**src/rtl/div_pipe_sched_pkg.sv**
```systemverilog
// Shared divider definitions: default widths, divider latency and id width helper.
package div_pipe_sched_pkg;

    localparam int unsigned A_WIDTH_DEF = 40;
    localparam int unsigned B_WIDTH_DEF = 32;
    localparam int unsigned DIV_LAT_DEF = 63;

    // Width of a requester id; never narrower than one bit.
    function automatic int unsigned id_width(input int unsigned n);
        return (n > 1) ? $clog2(n) : 1;
    endfunction

endpackage

```
**src/rtl/div_pipe_sched_rr_arb.sv**
```systemverilog
// Round-robin arbiter: one-hot grant, search starts after the last granted requester.
module rr_arb
    import div_pipe_sched_pkg::*;
#(
    parameter int unsigned N = 4
) (
    input  logic         clk,
    input  logic         rst,
    input  logic [N-1:0] req,
    input  logic         advance,
    output logic [N-1:0] grant
);

    localparam int unsigned PW = id_width(N);

    logic [PW-1:0] ptr;
    logic [PW-1:0] ptr_next;
    logic          found;

    // Pick the first requester at or after ptr, wrapping; remember the slot after it.
    always_comb begin
        grant    = '0;
        ptr_next = ptr;
        found    = 1'b0;
        for (int unsigned k = 0; k < N; k++) begin
            for (int unsigned i = 0; i < N; i++) begin
                if (!found && req[i] && ((32'(ptr) + k == i) || (32'(ptr) + k == i + N))) begin
                    grant[i] = 1'b1;
                    found    = 1'b1;
                    ptr_next = (i == N - 1) ? '0 : PW'(i + 1);
                end
            end
        end
    end

    // Pointer moves only when the grant is actually taken.
    always_ff @(posedge clk or posedge rst) begin
        if (rst) begin
            ptr <= '0;
        end else if (advance) begin
            ptr <= ptr_next;
        end
    end

endmodule

```
**src/rtl/div_pipe_sched.sv**
```systemverilog
// Multi-requester scheduler in front of an external fixed-latency pipelined divider.
module div_pipe_sched
    import div_pipe_sched_pkg::*;
#(
    parameter int unsigned A_WIDTH = A_WIDTH_DEF,
    parameter int unsigned B_WIDTH = B_WIDTH_DEF,
    parameter int unsigned N_REQ   = 4,
    parameter int unsigned DIV_LAT = DIV_LAT_DEF
) (
    input  logic                          clk,
    input  logic                          rst,
    input  logic                          issue_en,
    input  logic [N_REQ-1:0]              req_valid,
    output logic [N_REQ-1:0]              req_ready,
    input  logic [N_REQ*A_WIDTH-1:0]      req_a,
    input  logic [N_REQ*B_WIDTH-1:0]      req_b,
    output logic [A_WIDTH-1:0]            div_a,
    output logic [B_WIDTH-1:0]            div_b,
    input  logic [A_WIDTH-1:0]            div_quotient,
    input  logic [B_WIDTH-1:0]            div_remainder,
    input  logic                          div_by_0,
    output logic                          rsp_valid,
    output logic [id_width(N_REQ)-1:0]    rsp_id,
    output logic [A_WIDTH-1:0]            rsp_quotient,
    output logic [B_WIDTH-1:0]            rsp_remainder,
    output logic                          rsp_div0,
    output logic [$clog2(DIV_LAT+2):0]    inflight,
    output logic                          busy
);

    localparam int unsigned IDW   = id_width(N_REQ);
    localparam int unsigned IFW   = $clog2(DIV_LAT + 2) + 1;
    // Operand register plus DIV_LAT+1 divider stages: the tag leaves the last
    // slot while the matching result sits on div_quotient/div_remainder.
    localparam int unsigned DEPTH = DIV_LAT + 2;

    logic [N_REQ-1:0]   arb_req;
    logic [N_REQ-1:0]   grant;
    logic               xfer;
    logic [IDW-1:0]     grant_id;
    logic [A_WIDTH-1:0] sel_a;
    logic [B_WIDTH-1:0] sel_b;
    logic [DEPTH-1:0]   tag_vld;
    logic [IDW-1:0]     tag_id [DEPTH];
    logic               tag_exit;

    assign arb_req = (issue_en && !rst) ? req_valid : '0;

    rr_arb #(.N(N_REQ)) u_arb (
        .clk     (clk),
        .rst     (rst),
        .req     (arb_req),
        .advance (xfer),
        .grant   (grant)
    );

    assign req_ready = grant;
    assign xfer      = |(req_valid & grant);
    assign tag_exit  = tag_vld[DEPTH-1];
    assign busy      = |inflight;

    // Select the granted requester's operands and id.
    always_comb begin
        grant_id = '0;
        sel_a    = '0;
        sel_b    = '0;
        for (int unsigned i = 0; i < N_REQ; i++) begin
            if (grant[i]) begin
                grant_id = IDW'(i);
                sel_a    = req_a[i*A_WIDTH +: A_WIDTH];
                sel_b    = req_b[i*B_WIDTH +: B_WIDTH];
            end
        end
    end

    // Operand register feeding the divider; holds when nothing is accepted.
    always_ff @(posedge clk or posedge rst) begin
        if (rst) begin
            div_a <= '0;
            div_b <= '0;
        end else if (xfer) begin
            div_a <= sel_a;
            div_b <= sel_b;
        end
    end

    // Tag valid bits shift every cycle in lockstep with the divider.
    always_ff @(posedge clk or posedge rst) begin
        if (rst) begin
            tag_vld <= '0;
        end else begin
            tag_vld <= {tag_vld[DEPTH-2:0], xfer};
        end
    end

    // Tag ids ride alongside the valid bits; only meaningful where valid.
    always_ff @(posedge clk) begin
        tag_id[0] <= grant_id;
        for (int unsigned k = 1; k < DEPTH; k++) begin
            tag_id[k] <= tag_id[k-1];
        end
    end

    // Capture the divider result when its tag exits; hold otherwise.
    always_ff @(posedge clk or posedge rst) begin
        if (rst) begin
            rsp_valid     <= 1'b0;
            rsp_id        <= '0;
            rsp_quotient  <= '0;
            rsp_remainder <= '0;
            rsp_div0      <= 1'b0;
        end else begin
            rsp_valid <= tag_exit;
            if (tag_exit) begin
                rsp_id        <= tag_id[DEPTH-1];
                rsp_quotient  <= div_quotient;
                rsp_remainder <= div_remainder;
                rsp_div0      <= div_by_0;
            end
        end
    end

    // Outstanding count; an op retires on the edge that raises its rsp_valid,
    // which bounds the count at DEPTH under full throughput.
    always_ff @(posedge clk or posedge rst) begin
        if (rst) begin
            inflight <= '0;
        end else begin
            case ({xfer, tag_exit})
                2'b10:   inflight <= inflight + IFW'(1);
                2'b01:   inflight <= inflight - IFW'(1);
                default: inflight <= inflight;
            endcase
        end
    end

endmodule

```
**config.mk**
```make
export PLATFORM = sky130hd
export DESIGN_NAME = div_pipe_sched
export DESIGN_NICKNAME = d
export VERILOG_FILES = /design/src/rtl/div_pipe_sched_pkg.sv /design/src/rtl/div_pipe_sched_rr_arb.sv /design/src/rtl/div_pipe_sched.sv
export SDC_FILE = /design/constraint.sdc
export NUM_CORES = 1
export LEC_CHECK = 0
export CELL_PAD_IN_SITES_DETAIL_PLACEMENT = 0
export CELL_PAD_IN_SITES_GLOBAL_PLACEMENT = 1
export CORE_AREA = 2 2 204 206
export CTS_CLUSTER_DIAMETER = 30
export CTS_CLUSTER_SIZE = 14
export DETAILED_ROUTE_END_ITERATION = 6
export DIE_AREA = 0 0 206 208
export DONT_BUFFER_PORTS = 1
export PLACE_DENSITY_LB_ADDON = 0.1
export SYNTH_ARGS = -nofsm -noshare
export SYNTH_HDL_FRONTEND = slang
export SYNTH_SLANG_ARGS = --single-unit
```
**constraint.sdc**
```tcl
create_clock -name clk -period 7.5 [get_ports clk]
set_clock_uncertainty 0.15 [all_clocks]
set_input_delay 1.5 -clock clk [delete_from_list [all_inputs] [get_ports clk]]
set_output_delay 1.5 -clock clk [all_outputs]
set_load 0.02 [all_outputs]
```
==> flow_summary.ini, run 1 <==
[power]
power.density_cell_area_mw_per_mm2 = 412
static-leakage-power_nw = 7.14
ir_worst_vdd_mv = 0.167
design_power_total_mw = 6.14

[synthesis]
number_of_enable_type_register_cells_in_the_synthesized_netlist = 0
post_synth_instance_area_mm2 = 0.0117
async_reset_ff_share_pct = 63.2
synth_ff_type = dfrtp_1
yosys.cell_types.count = 33
post-synth-top-count-cell = dfrtp_1
postSynthCellCount = 772
ys_ff_latch = 353
synth_nets = 1148
netlist_top_cells_count = 223 x dfrtp_1, 130 x dfxtp_1, 76 x a21o_1, 76 x mux2_2
seq_total_area_yosys_pct = 70.2
synthTopCellsByArea = dfrtp_1 48%, dfxtp_1 22%, mux2_2 7.3%, a221o_1 6.2%, a22o_1 5.4%
synth.avg_cell_area_um2 = 15.1
share_of_the_synthesized_area_in_the_top_cell_type_pct = 47.9
ys.warnings.count = 0
largest_area_contributor_in_the_synthesized_netlist = dfrtp_1

[final_layout]
nNetsFinal = 1182
post-route-util_pct = 36.7
filler_cell_count = 3833
layout-drive-gt1-share_pct = 26.1
area_growth_pct = 27.8

[sta]
layout_min_cycle_time_ns = 4.36
setup_repair_after_global_routing_missed_its_margin = false
max_slew_margin_pct = 29.4
timing_max_transition_violations_final = 0
setup-tns-final_ns = 0
final-hold-violation-count = 0
clock.fmax_ghz = 0.229
setup_viol_count_final = 0
final_cycle_share_pct = 58.2
worst_pin_slew_ns = 1.06

[critical_path]
critical_path.max_stage_delay_ns = 0.90
regToRegStartpoint = tag_vld[64]
cp-start-kind = primary input
critical_path_peak_fanout = 73
worst-endpoint-arrival_ns = 2.71
path_cells = and2b_1 > and3_4
timing.setup.critical_path_class = primary input to output port
crit_required_ns = 5.85
worst_setup_path_end_kind = output port
ff2ff_setup_slack_ns = 4.36
critical_path.top_delay_family = simple AND/OR/NAND/NOR gates
crit_slowest_cell = and3_4
critPathLaunch = rst
crit_buf_inv = 0

[routing]
remaining_drc_errors = 0
detailedRoute.firstPassIterationCount = 5
ant_nets = 0
totalWireLength_mm = 33.3
mean_routed_wirelength_per_cell_um = 23.7
num_vias = 7119
detailed_route_vias_per_instance = 5.06
drt-initial-drc-count = 497

[clocking]
maximum_count_of_clock_buffers_along_a_single_path = 3
clock_insertion_delay_worst_skew_ns = 0.58
tritoncts = built
cts-resized-gates = 0
clock_slew_at_reported_path_ffs_ns = 0.05
cts-htree-levels = 3
postcts_setup_bufs = 0
clock_sinks = 353
cts-buffers-inserted = 76
clock_tree.root_cell = clkbuf_16
cts_hold_repair.buffers = 0

[outcome]
outcome = completed

[die]
fp.dieH_um = 208
placeable_area_mm2 = 0.0406
num_rows = 74
floorplan.die_area_mm2 = 0.0428
die_boundary_width_um = 206
ios = 529
initial_utilization_pct = 28.7

[hold_path]
min-delay-start = tag_id[18][0]
timing.hold.worst.class = register to register

[placement]
port_buffers = 0
placed_wire_length_estimate_mm = 23.0
finalWeightedCongestion = 0.871

[grt]
antenna_found_initial = 3
grt.overflow.total = 0
global_route.usage.total_pct = 15.0
vias_in_the_first_global_route = 7544
grt_first_pass_wirelength_mm = 47.8
pin_count_of_the_biggest_net_entering_global_routing = 145

[run]
maxCapViolCount = 0
## cells in the final DEF (no fill, tap or decap), types with 5 or more instances in the layout
| cell type | count |
|---|---|
| a221o_1 | 72 |
| clkinv_2 | 10 |
| clkbuf_1 | 7 |
| buf_4 | 5 |
| nand2_1 | 7 |
| clkbuf_8 | 7 |
| a21o_1 | 76 |
| nor2_1 | 6 |
| mux2_2 | 76 |
| ha_1 | 7 |
| clkinvlp_4 | 9 |
| a21oi_1 | 7 |
| bufinv_16 | 5 |
| o21ai_0 | 11 |
| dfrtp_1 | 222 |
| inv_8 | 6 |
| dfxtp_1 | 130 |
| a22o_1 | 72 |
| inv_6 | 9 |
| clkbuf_16 | 78 |
## registers in the layout, indices dropped and copies added, names as in the netlist
name and flops:
u_arb.ptr 2, tag_vld 65, rsp_remainder 32, rsp_valid 1, tag_id 130, inflight 8
div_a 40, rsp_id 2, rsp_div0 1, div_b 32, rsp_quotient 40
## per-stage QoR
step           cell area [um^2]  hold slack [ns]  setup WS (ns)  cells
6_report                  14900            0.169           3.14   1406
3_5_place_dp              12200            0.162           2.87   1260
5_1_grt                   14900            0.172           3.02   1405
3_3_place_gp              12200            0.162           3.01   1260
4_1_cts                   14900            0.168           3.11   1402
2_1_floorplan             11700            0.160           2.94    772
## power breakdown
group | switching (mW) | internal [mW] | leakage, nW | total (mW)
clock network | 1.14 | 2.20 | 1.29 | 3.34
logic | 0.189 | 0.236 | 1.84 | 0.425
registers | 0.301 | 2.08 | 4.01 | 2.38
## final timing paths
| kind | cells after the start | to |
|---|---|---|
| worst max register to register | 8 | inflight[5] |
| min in group asynchronous | 1 | u_arb.ptr[0] |
| worst min-delay path | 0 | tag_id[19][0] |
| worst min register to register | 0 | tag_id[19][0] |
| max in group asynchronous | 2 | rsp_quotient[31] |
| worst max-delay path | 2 | req_ready[0] |
## layout make-up
| cell class | count | area [um^2] | share of cell area (%) |
|---|---|---|---|
| Sequential cell | 353 | 8180 | 54.9 |
| Multi-Input combinational cell | 365 | 3290 | 22.1 |
| Clock buffer | 92 | 2070 | 13.9 |
| Tap cell | 532 | 666 | 4.47 |
| Clock inverter | 50 | 598 | 4.01 |
| Timing Repair Buffer | 6 | 57.6 | 0.386 |
| Inverter | 4 | 18.8 | 0.126 |
| Antenna cell | 4 | 10.0 | 0.0672 |
## worst register-to-register path, stage by stage, from the launching register on
cell and delay, ns:
dfrtp_2 0.33, buf_4 0.73, ha_1 0.55, ha_1 0.33, a211oi_1 0.34, o21bai_1 0.13, a21oi_1 0.21, xor2_1 0.16
o21ai_0 0.08
## routing by layer
metal / up-vias / global-route usage [%] / part of all wire [%] / wire (um)
li1: 2993 / - / - / -
met1: 3524 / 17.0 / 37 / 12200
met2: 513 / 24.6 / 49 / 16300
met3: 89 / 5.28 / 11 / 3520
met4: 0 / 7.91 / 3.7 / 1220
met5: - / 0 / 0 / 0
## kinds of logic after synthesis
logic type | count (synthesis) | share of synthesized area, %
buffers and inverters | 54 | 1.90
AO/OA/AOI/OAI | 248 | 18.0
multiplexers | 76 | 7.34
flip-flops | 353 | 70.2
XOR/XNOR | 7 | 0.526
AND/OR/NAND/NOR | 26 | 1.11
adder cells (fa/ha/maj) | 8 | 0.923
Note: power is estimated with default switching activity, not from simulation.
==> run 2, diff against run 1 <==
Settings changed: CORE_AREA 2 2 204 206 to 2 2 207 209, DIE_AREA 0 0 206 208 to 0 0 209 211.
Clock period 7.5 ns to 4.4 ns, I/O delays scaled along.
==> flow_summary.ini, run 2 (synthesis gave the netlist of run 1 again) <==
[outcome]
outcome = completed

[critical_path]
timing.setup.critical_path_class = register to output port
cp-start-kind = register
worst-endpoint-arrival_ns = 1.93
critical_path_peak_fanout = 26
worst_setup_path_end_kind = output port
crit_required_ns = 3.37

[clocking]
cts-buffers-inserted = 78
cts_hold_repair.buffers = 0
tritoncts = built
postcts_setup_bufs = 0
maximum_count_of_clock_buffers_along_a_single_path = 3
clock_slew_at_reported_path_ffs_ns = 0.05
cts-htree-levels = 3
clock_sinks = 353
cts-resized-gates = 0
clock_insertion_delay_worst_skew_ns = 0.57
clock_tree.root_cell = clkbuf_16

[placement]
dpl.cell_count = 1273
finalWeightedCongestion = 0.865
placed_wire_length_estimate_mm = 23.9
port_buffers = 0
detailed_place.area_mm2 = 0.0123
pre_cts_slack_ns = 1.12

[die]
floorplan.die_area_mm2 = 0.0441
num_rows = 75
placeable_area_mm2 = 0.0418
die_boundary_width_um = 209
ios = 529
initial_utilization_pct = 27.9
fp.dieH_um = 211

[routing]
mean_routed_wirelength_per_cell_um = 24.4
drt-initial-drc-count = 523
met1Wirelength_mm = 13.3
route.met2.wl_mm = 16.7
wl_met3_mm = 3.24
num_vias = 7264
detailedRoute.firstPassIterationCount = 5
remaining_drc_errors = 0
ant_nets = 0
detailed_route_vias_per_instance = 5.10
maxUsedRoutingLayer = met5
totalWireLength_mm = 34.8

[sta]
clock.fmax_ghz = 0.338
setup-tns-final_ns = 0
final-hold-violation-count = 0
fin_ws_ns = 1.44
max_slew_margin_pct = 31.9
timing_max_transition_violations_final = 0
setup_repair_after_global_routing_missed_its_margin = false
final_cycle_share_pct = 67.3
layout_min_cycle_time_ns = 2.96
worst_pin_slew_ns = 1.02
setup_viol_count_final = 0
hold_slack_ns = 0.165

[run]
maxCapViolCount = 0

[final_layout]
commonest_cells_after_routing_fill_and_taps_aside = 222 x dfrtp_1, 130 x dfxtp_1, 82 x clkbuf_16
nNetsFinal = 1190
layoutNonFillerInstCount = 1423
area_growth_pct = 29.1
postLayoutCellArea_mm2 = 0.0150
top_regs = tag_id x130, tag_vld x65
layout_commonest_cell = dfrtp_1
layout-drive-gt1-share_pct = 26.9
largest-register = tag_id
largest_reg_flops = 130

[grt]
pin_count_of_the_biggest_net_entering_global_routing = 77
antenna_found_initial = 8
grt.overflow.total = 0
grt_first_pass_wirelength_mm = 49.6
global_route.usage.total_pct = 15.2
vias_in_the_first_global_route = 7709

[power]
static-leakage-power_nw = 7.21
power.density_cell_area_mw_per_mm2 = 709
ir_worst_vdd_mv = 0.307

[hold_path]
timing.hold.worst.class = register to register
-- run 2: stage by stage --
step / util, % / total power [mW]
after floorplan: - / 4.58
after global placement: 29.4 / 4.83
after detailed placement: 29.4 / 4.84
after CTS: 36.0 / 10.8
after global routing: 36.0 / 11.1
final: 36.0 / 10.7
-- run 2: final timing paths --
check                                    from             to  slack (ns)  depth (start not counted)
worst max-delay path             u_arb.ptr[1]   req_ready[0]        1.44                          4
worst min-delay path            tag_id[40][1]  tag_id[41][1]        0.16                          0
worst max register to register   u_arb.ptr[1]      div_b[18]        1.84                          6
worst min register to register  tag_id[40][1]  tag_id[41][1]        0.16                          0
max in group asynchronous                 rst     tag_vld[8]        2.83                          2
min in group asynchronous                 rst       div_b[6]        0.22                          1
-- run 2: critical path, stage by stage, from the launching register on --
cell and delay [ns]:
dfrtp_1 0.43, inv_1 0.16, nor2_1 0.07, o22ai_1 0.13, and3_4 0.57
-- run 2: final cells by class --
class,count,area (um^2)
diodes,4,10.0
clock buffers,96,2170
clock inverters,50,572
fillers,3941,26700
inverters,4,18.8
multi-input cells,365,3290
flip-flops and latches,353,8180
well taps,539,674
repair buffers,12,115
-- run 2: power breakdown --
| group | total [mW] | leakage (nW) | internal (mW) | switching, mW |
|---|---|---|---|---|
| clock | 5.87 | 1.33 | 4.01 | 1.87 |
| combinational | 0.741 | 1.87 | 0.406 | 0.335 |
| sequential | 4.05 | 4.01 | 3.54 | 0.505 |
-- run 2: metal layers --
layer / track usage, % / vias to the layer above
met5: 0 / -
met4: 8.00 / 4
li1: - / 3014
met3: 5.96 / 110
met2: 24.2 / 525
met1: 17.6 / 3611
==> run 3, diff against run 2 <==
Settings changed: CORE_AREA 2 2 207 209 to 2 2 204 206, DIE_AREA 0 0 209 211 to 0 0 206 208.
Clock period 4.4 ns to 2.7 ns, I/O delays scaled along.
==> flow_summary.ini, run 3 (synthesis gave the netlist of run 1 again) <==
[clocking]
cts-buffers-inserted = 77
clock_slew_at_reported_path_ffs_ns = 0.04
clock_insertion_delay_worst_skew_ns = 0.56
clock_sinks = 353
tritoncts = built
cts-htree-levels = 3
clock_tree.root_cell = clkbuf_16
maximum_count_of_clock_buffers_along_a_single_path = 3

[sta]
hold_slack_ns = 0.0369
setup-tns-final_ns = 0
worst_pin_slew_ns = 0.670
final_cycle_share_pct = 99.3
clock.fmax_ghz = 0.373
fin_ws_ns = 0.0191
setup_repair_after_global_routing_missed_its_margin = true
layout_min_cycle_time_ns = 2.68
setup_viol_count_final = 0
max_slew_margin_pct = 55.3
final-hold-violation-count = 0
timing_max_transition_violations_final = 0

[die]
fp.dieH_um = 208
num_rows = 74
initial_utilization_pct = 28.7
ios = 529
placeable_area_mm2 = 0.0406
floorplan.die_area_mm2 = 0.0428
die_boundary_width_um = 206

[hold_path]
timing.hold.worst.class = primary input to register

[final_layout]
area_growth_pct = 48.2
layoutNonFillerInstCount = 1646
top_regs = tag_id x130, tag_vld x65
nNetsFinal = 1422
largest-register = tag_id
filler_cell_count = 3634
layout-drive-gt1-share_pct = 23.0
largest_reg_flops = 130
commonest_cells_after_routing_fill_and_taps_aside = 220 x dfrtp_1, 214 x dlygate4sd3_1, 130 x dfxtp_1
layout_commonest_cell = dfrtp_1

[power]
internal_power_mw = 13.1
power.density_cell_area_mw_per_mm2 = 1010
static-leakage-power_nw = 8.21
netSwitchingFraction_pct = 25.0
power_frac_clock_pct = 51.9
seq_power_share_pct = 38.0
switching_power_mw = 4.36
ir_worst_vdd_mv = 0.403
power_frac_comb_pct = 10.1

[placement]
port_buffers = 0
placed_wire_length_estimate_mm = 24.2
dpl.cell_count = 1278
pre_cts_slack_ns = -0.119
finalWeightedCongestion = 0.914

[critical_path]
critical_path.top_delay_family = buffers and inverters
cp-start-kind = primary input
crit_required_ns = 3.04
timing.setup.critical_path_class = primary input to register
crit_slowest_cell = o41ai_4
crit_buf_inv = 3
critical_path.max_stage_delay_ns = 0.61
worst_setup_path_end_kind = register
critical_path_peak_fanout = 43
worst-endpoint-arrival_ns = 3.03
path_cells = o41ai_4 > buf_6 > buf_4 > a22o_1 > a21o_1 > a221o_1 > dlygate4sd3_1

[outcome]
outcome = completed

[routing]
detailed_route_vias_per_instance = 4.96
drt-initial-drc-count = 525
num_vias = 8161
remaining_drc_errors = 0
totalWireLength_mm = 36.0
detailedRoute.firstPassIterationCount = 5
ant_nets = 0
mean_routed_wirelength_per_cell_um = 21.9

[grt]
vias_in_the_first_global_route = 8873
grt_first_pass_wirelength_mm = 51.8
grt.overflow.total = 0
antenna_found_initial = 8
pin_count_of_the_biggest_net_entering_global_routing = 78
global_route.usage.total_pct = 15.9

[run]
maxCapViolCount = 0
-- run 3: cell types whose count changed in the layout (fill, tap and decap cells not counted), sizes merged --
| cell | previous run | this run |
|---|---|---|
| and3 | 2 | 4 |
| clkinv | 25 | 22 |
| o2111a | 1 | 2 |
| bufinv | 8 | 4 |
| diode | 4 | 5 |
| buf | 12 | 28 |
| clkbuf | 96 | 106 |
| clkinvlp | 11 | 5 |
| dlygate4sd3 | 0 | 214 |
| inv | 10 | 9 |
-- run 3: final cells by class --
| class | instances | area (um^2) | share of cell area (%) |
|---|---|---|---|
| sequential | 353 | 8190 | 47.4 |
| multi-input combinational | 368 | 3330 | 19.3 |
| timing repair buffer | 242 | 2440 | 14.1 |
| clock buffer | 106 | 2260 | 13.1 |
| tap | 532 | 666 | 3.85 |
| clock inverter | 36 | 349 | 2.02 |
| inverter | 4 | 18.8 | 0.109 |
| antenna | 5 | 12.5 | 0.0724 |
-- run 3: power groups by stage --
| stage | clock, mW | combinational (mW) | sequential (mW) |
|---|---|---|---|
| after detailed placement | 0 | 1.25 | 6.70 |
| after global routing | 9.62 | 1.91 | 6.67 |
| after floorplan | 0 | 0.984 | 6.49 |
| final | 9.05 | 1.76 | 6.64 |
| after global placement | 0 | 1.20 | 6.72 |
| after CTS | 9.31 | 1.73 | 6.64 |
-- run 3: repair_timing --
item                       4_1_cts  5_1_grt
pin swaps                        0        1
gates resized for setup          1        8
hold buffers                   214        0
hold endpoints to repair       151        0
setup endpoints to repair        2       37
cloned                           0        3
buffers inserted                 1        3
-- run 3: final timing paths --
check | from | end | slack [ns] | cells past startpoint
setup reg to reg | u_arb.ptr[1] | div_b[24] | 0.05 | 7
setup / recovery | req_valid[3] | div_b[24] | 0.02 | 7
hold reg to reg | tag_id[31][0] | tag_id[32][0] | 0.16 | 0
hold / removal | req_b[72] | div_b[8] | 0.04 | 1
max in group asynchronous | rst | tag_vld[64] | 1.21 | 4
min in group asynchronous | rst | div_b[8] | 0.31 | 2
-- run 3: routing by layer --
layer	part of all wire, %	up-vias	track usage [%]
met5	0.094	-	0
met4	4.8	6	9.93
met3	9.3	123	5.39
met2	48	530	26.1
met1	38	4020	17.6
li1	-	3482	-
-- run 3: worst register-to-register path, cell delays in order, from the launching register on --
cell and delay (ns):
dfrtp_2 0.42, a21oi_1 0.14, o2111a_2 0.35, buf_12 0.20, a22o_1 0.30, a21o_1 0.16
a221o_1 0.25, dlygate4sd3_1 0.55
-- run 3: per-stage QoR --
stage          total power, mW  utilization [%]  area (um^2)
2_1_floorplan             7.47                -        11700
3_3_place_gp              7.92             30.6        12400
3_5_place_dp              7.95             30.6        12400
4_1_cts                   17.7             42.4        17200
5_1_grt                   18.2             42.6        17300
6_report                  17.4             42.6        17300
